===== config.mk =====
export PLATFORM = sky130hd
export DESIGN_NAME = data_ram_arbiter
export DESIGN_NICKNAME = d
export VERILOG_FILES = /design/src/rtl/data_ram_arbiter.sv
export SDC_FILE = /design/constraint.sdc
export NUM_CORES = 1
export LEC_CHECK = 0
export CELL_PAD_IN_SITES_DETAIL_PLACEMENT = 1
export CELL_PAD_IN_SITES_GLOBAL_PLACEMENT = 1
export CORE_AREA = 2 2 187 97
export CTS_CLUSTER_DIAMETER = 30
export DETAILED_ROUTE_END_ITERATION = 12
export DIE_AREA = 0 0 189 99
export PLACE_DENSITY = 0.94
export SLEW_MARGIN = 20
export SYNTH_ARGS = -nofsm -noshare
export SYNTH_HDL_FRONTEND = slang
export SYNTH_SLANG_ARGS = --single-unit

===== constraint.sdc =====
create_clock -name clk -period 2.04 [get_ports clk]
set_input_delay 0.51 -clock clk [delete_from_list [all_inputs] [get_ports clk]]
set_output_delay 0.51 -clock clk [all_outputs]
set_load 0.01 [all_outputs]

===== src/rtl/data_ram_arbiter.sv =====
// Round-robin arbiter sharing one single-port synchronous data RAM between the MEM stage (m0) and the bus slave (m1).
// One access in flight: request seen in cycle N gets its rdy pulse in N+3; losers stay pending until the next IDLE.
module data_ram_arbiter #(
    parameter int ADDR_W = 30,
    parameter int DATA_W = 32,
    parameter int RAM_AW = 12
) (
    input  logic              clk,
    input  logic              rst_n,

    input  logic              m0_cs,
    input  logic              m0_as,
    input  logic              m0_we,
    input  logic [ADDR_W-1:0] m0_addr,
    input  logic [DATA_W-1:0] m0_wr_data,
    output logic [DATA_W-1:0] m0_rd_data,
    output logic              m0_rdy,
    output logic              m0_err,

    input  logic              m1_cs,
    input  logic              m1_as,
    input  logic              m1_we,
    input  logic [ADDR_W-1:0] m1_addr,
    input  logic [DATA_W-1:0] m1_wr_data,
    output logic [DATA_W-1:0] m1_rd_data,
    output logic              m1_rdy,
    output logic              m1_err,

    output logic              ram_en,
    output logic              ram_we,
    output logic [RAM_AW-1:0] ram_addr,
    output logic [DATA_W-1:0] ram_wr_data,
    input  logic [DATA_W-1:0] ram_rd_data
);

    typedef enum logic [1:0] {
        IDLE   = 2'd0,
        ACCESS = 2'd1,
        WAIT   = 2'd2,
        RESP   = 2'd3
    } state_t;

    state_t              state, state_d;
    logic                rr_last, rr_last_d;
    logic                gnt, gnt_d;
    logic                we_q, we_d;
    logic                ok_q, ok_d;

    logic                ram_en_d, ram_we_d;
    logic [RAM_AW-1:0]   ram_addr_d;
    logic [DATA_W-1:0]   ram_wr_data_d;
    logic [DATA_W-1:0]   m0_rd_data_d, m1_rd_data_d;
    logic                m0_rdy_d, m1_rdy_d, m0_err_d, m1_err_d;

    logic                req0, req1, pick;
    logic                sel_we, sel_ok;
    logic [ADDR_W-1:0]   sel_addr;
    logic [DATA_W-1:0]   sel_wr_data;
    logic [DATA_W-1:0]   resp_data;

    // Request decode and round-robin pick: on a tie the side that did not win last time goes.
    always_comb begin
        req0        = m0_cs & m0_as;
        req1        = m1_cs & m1_as;
        pick        = (req0 && req1) ? ~rr_last : req1;
        sel_we      = pick ? m1_we      : m0_we;
        sel_addr    = pick ? m1_addr    : m0_addr;
        sel_wr_data = pick ? m1_wr_data : m0_wr_data;
        sel_ok      = (sel_addr[ADDR_W-1:RAM_AW] == '0);
        resp_data   = (ok_q && !we_q) ? ram_rd_data : '0;
    end

    // RAM pins are loaded on the grant edge so the strobe is visible during ACCESS.
    always_comb begin
        state_d       = state;
        rr_last_d     = rr_last;
        gnt_d         = gnt;
        we_d          = we_q;
        ok_d          = ok_q;
        ram_en_d      = 1'b0;
        ram_we_d      = 1'b0;
        ram_addr_d    = ram_addr;
        ram_wr_data_d = ram_wr_data;
        m0_rd_data_d  = m0_rd_data;
        m1_rd_data_d  = m1_rd_data;
        m0_rdy_d      = 1'b0;
        m1_rdy_d      = 1'b0;
        m0_err_d      = 1'b0;
        m1_err_d      = 1'b0;

        case (state)
            IDLE: begin
                if (req0 || req1) begin
                    state_d       = ACCESS;
                    gnt_d         = pick;
                    rr_last_d     = pick;
                    we_d          = sel_we;
                    ok_d          = sel_ok;
                    ram_en_d      = sel_ok;
                    ram_we_d      = sel_ok & sel_we;
                    ram_addr_d    = sel_addr[RAM_AW-1:0];
                    ram_wr_data_d = sel_wr_data;
                end
            end
            ACCESS: begin
                state_d = WAIT;
            end
            WAIT: begin
                // RAM output is valid this cycle; completion is registered for RESP.
                state_d = RESP;
                if (gnt) begin
                    m1_rd_data_d = resp_data;
                    m1_rdy_d     = 1'b1;
                    m1_err_d     = ~ok_q;
                end else begin
                    m0_rd_data_d = resp_data;
                    m0_rdy_d     = 1'b1;
                    m0_err_d     = ~ok_q;
                end
            end
            RESP: begin
                state_d = IDLE;
            end
            default: begin
                state_d = IDLE;
            end
        endcase
    end

    always_ff @(posedge clk) begin
        if (!rst_n) begin
            state       <= IDLE;
            rr_last     <= 1'b1;
            gnt         <= 1'b0;
            we_q        <= 1'b0;
            ok_q        <= 1'b0;
            ram_en      <= 1'b0;
            ram_we      <= 1'b0;
            ram_addr    <= '0;
            ram_wr_data <= '0;
            m0_rd_data  <= '0;
            m1_rd_data  <= '0;
            m0_rdy      <= 1'b0;
            m1_rdy      <= 1'b0;
            m0_err      <= 1'b0;
            m1_err      <= 1'b0;
        end else begin
            state       <= state_d;
            rr_last     <= rr_last_d;
            gnt         <= gnt_d;
            we_q        <= we_d;
            ok_q        <= ok_d;
            ram_en      <= ram_en_d;
            ram_we      <= ram_we_d;
            ram_addr    <= ram_addr_d;
            ram_wr_data <= ram_wr_data_d;
            m0_rd_data  <= m0_rd_data_d;
            m1_rd_data  <= m1_rd_data_d;
            m0_rdy      <= m0_rdy_d;
            m1_rdy      <= m1_rdy_d;
            m0_err      <= m0_err_d;
            m1_err      <= m1_err_d;
        end
    end

endmodule


==> summary.md <==
| Metric | Value |
|---|---|
| Outcome | finished, final reports clean |
| Final WS setup | 0.186 ns |
| Critical path arrival | 1.34 ns |
| Sink Count | 120 |
| PD cells | 1010 nW/um^2 |
| Unrepaired setup endpoints after global routing | false |
| CP max stage delay | 0.60 ns |
| Share of layout cells above drive strength 1 | 0.135 |
| Syn Std Cell Area | 5070 um^2 |
| DRC | 0 |
| Number of placement rows | 34 |
| Bufs on Longest Clock Path | 2 |
| Cell count after synthesis | 549 |
| R2R depth | 6 |
| Root buffer cell | clkbuf_16 |
| Tightest Pin Transition | 0.435 ns |
| Critical path, cell by cell | clkdlybuf4s50_1 |
| Crit path launch type | flip-flop |
| GR Util All Layers | 0.209 |
| Die W | 189 um |
| Setup-failing EPs final | 0 |
| Skew final | 0.00653 ns |
| Crit path max-delay cell type | clkdlybuf4s50_1 |
| Via count | 5169 |
| Period utilization | 0.909 |
| Critical hold path startpoint | m1_rd_data[16]$_SDFFE_PN0P_ |
| Syn avg cell area | 9.24 um^2 |
| Max Cap Viol | 0 |
| Min cycle time layout | 1.85 ns |
| Antenna viol nets, final | 0 |
| WS Path Type | flip-flop to primary output |
| Overall die height | 99 um |
| Worst slack at placement | -0.177 ns |
| Hold path endpoint | m1_rd_data[16]$_SDFFE_PN0P_ |
| Pre-Repair DR Iteration Count | 4 |
| Setup_tns | 0 ns |
| DR WL/cell | 18.2 um |
| Total die area | 18700 um^2 |
| Sequential-to-total area share from yosys stat | 0.473 |
| RR Startpoint | state[0]$_SDFFE_PN0P_ |
| Grt ovf | 0 |
| Synth area leader | dfxtp_1 |
| CTS tree | built |
| Area grow syn2layout | 73.5% |
| Hpwl dp | 14600 um |
| Seq cells post-synth | 120 |
| Port Buffers | 277 |
| Core Area | 17100 um^2 |
| GP Congestion | 0.723 |
| Initial Util | 0.297 |
| Fillers | 1895 |
| Rel. slew slack | 0.710 |
| Max Freq | 539 MHz |
| Hold Vio Cnt, Final | 0 |
| Worst r2r dst | ram_addr[7]$_SDFFE_PN0P_ |
| Worst Hold Depth | 2 |
| Vias in the first global route | 5681 |
| Count of non-filler cells in the finished layout | 1071 |
| Top Ports | 278 |
| Post-CTS resize count | 0 |
| H-tree levels | 4 |
| WHS | 0.453 ns |
| Yosys warnings | 0 |
| Worst VDD drop | 0.000528 V |
| Initial DRC count | 178 |
| Clock transition at path regs | 0.06 ns |
| Minimum setup slack among reg-to-reg paths | 0.43 ns |
| Buf/Inv on CP | 1 |
| Synth cell types | 31 |
| Hold Crit Class | flip-flop to flip-flop |
| Placed Cells | 1039 |
| Crit Path Max Fanout | 2 |
| Vias/cell | 4.83 |
| Crit. End Element | primary output |
| Pin count of the biggest net entering global routing | 65 |
| Fin area | 8800 um^2 |
| Yosys top cell area share | 0.473 |
| Final Max Slew Viols | 0 |
| Crit path required time | 1.53 ns |
| Dpl cell area | 8150 um^2 |
| First-pass GRT wire length | 30500 um |
| Antenna violations before repair | 0 |
| Leak Pwr | 3.25 nW |
| Cts hold-fix bufs | 0 |
| Synth top area cells | dfxtp_1, a211oi_2, mux2i_1, nand3_1, a21oi_1 |
| CP delay by family, top | buffers and inverters |
| DRT Wirelength | 19500 um |
| Worst-Skew Late Latency | 0.40 ns |
| Ant. Diodes | 0 |
| NumNets Final | 990 |
| Post-Synthesis Net Count | 715 |
| Setup Buffers After CTS | 0 |
| Num CTS Buffers | 17 |
-- routing by layer --
metal	track usage	vias to the layer above	part of all wire
met5	0	-	0
met4	0.0499	0	0.012
met3	0.0769	17	0.084
met2	0.365	182	0.48
met1	0.245	2489	0.42
li1	-	2481	-
-- cell usage in the layout, fill, tap and decap left out, types with 2 or more instances in the layout --
cell type,netlist,final
a211oi_2,45,45
a21oi_1,67,67
buf_12,0,5
buf_4,1,24
bufinv_16,0,5
clkbuf_16,0,17
clkdlybuf4s50_1,0,277
clkinv_4,0,4
clkinvlp_4,0,2
dfxtp_1,120,120
ha_1,2,2
inv_1,3,3
inv_6,0,2
mux2i_1,45,45
nand2_1,69,69
nand2b_1,3,3
nand3_1,68,67
nor2_1,52,52
nor2b_4,0,2
nor4_1,8,8
o211ai_1,2,2
-- synth_stat cells --
| master | instances |
|---|---|
| nor2_1 | 52 |
| nor2b_1 | 3 |
| ha_1 | 2 |
| buf_6 | 7 |
| nand3_1 | 68 |
| nand4_1 | 1 |
| clkinv_1 | 1 |
| o211ai_1 | 2 |
| nor4_1 | 8 |
| a31oi_1 | 1 |
| nor3_2 | 1 |
| a22oi_2 | 1 |
| mux2i_1 | 45 |
| and3_1 | 1 |
| buf_2 | 10 |
| buf_1 | 8 |
| o22a_1 | 1 |
| buf_8 | 4 |
| nand2b_1 | 3 |
| buf_4 | 1 |
| inv_1 | 3 |
| a21oi_1 | 67 |
| nand4b_1 | 1 |
| a211oi_2 | 45 |
| nand3_2 | 1 |
| and2_1 | 1 |
| o21ai_0 | 1 |
| nand2_1 | 69 |
| dfxtp_1 | 120 |
| clkbuf_1 | 20 |
| o21ai_1 | 1 |
-- cell type report --
class,instances,area (um^2),area share
clock buffers,18,429,0.0487
clock inverters,14,223,0.0253
inverters,4,17.5,0.00199
multi-input cells,375,2390,0.271
flip-flops and latches,120,2400,0.273
well taps,234,293,0.0333
repair buffers,306,3050,0.347
-- report_power, final --
group | switching (mW) | internal, mW | total, mW
logic | 1.43 | 1.33 | 2.76
clock network | 1.13 | 2.18 | 3.31
registers | 0.173 | 2.67 | 2.85
total | 2.73 | 6.19 | 8.92
-- worst max path at each step --
stage / from / end / slack, ns / depth (start not counted)
6_report: m1_rd_data[4]$_SDFFE_PN0P_ / m1_rd_data[4] / 0.19 / 1
5_1_grt: m1_as / ram_addr[7]$_SDFFE_PN0P_ / 0.09 / 6
3_3_place_gp: m1_as / ram_addr[3]$_SDFFE_PN0P_ / -0.15 / 6
2_1_floorplan: m1_cs / ram_addr[10]$_SDFFE_PN0P_ / 0.57 / 7
4_1_cts: m1_rd_data[4]$_SDFFE_PN0P_ / m1_rd_data[4] / 0.16 / 1
3_5_place_dp: m1_as / ram_wr_data[14]$_SDFFE_PN0P_ / -0.18 / 6
-- kinds of logic after synthesis --
family | count (synthesis) | synth area share
multiplexers | 45 | 0.0888
AND/OR/NAND/NOR | 209 | 0.183
AO/OA/AOI/OAI | 119 | 0.187
flip-flops | 120 | 0.473
buffers and inverters | 54 | 0.0624
adder cells (fa/ha/maj) | 2 | 0.00493
-- worst register-to-register path, delay by kind of cell (launching register included) --
kind,cells,cell delay (ns)
AO/OA/AOI/OAI,1,0.20
adder cells (fa/ha/maj),1,0.27
buffers and inverters,2,0.36
flip-flops,1,0.30
AND/OR/NAND/NOR,2,0.40
-- flip-flops by register name (all words and copies together) (netlist names) --
name / cells
gnt: 1
ram_wr_data: 32
m0_rdy: 1
m1_rdy: 1
ram_addr: 12
we_q: 1
ram_we: 1
m1_rd_data: 32
m0_rd_data: 32
state: 2
m0_err: 1
ram_en: 1
ok_q: 1
rr_last: 1
m1_err: 1
-- metrics by stage --
step,util,total power [mW]
after global placement,0.478,5.56
after floorplan,-,4.40
after global routing,0.516,9.37
after CTS,0.516,9.02
final,0.516,8.92
after detailed placement,0.478,5.67
Power figures use the tool's default switching activity.
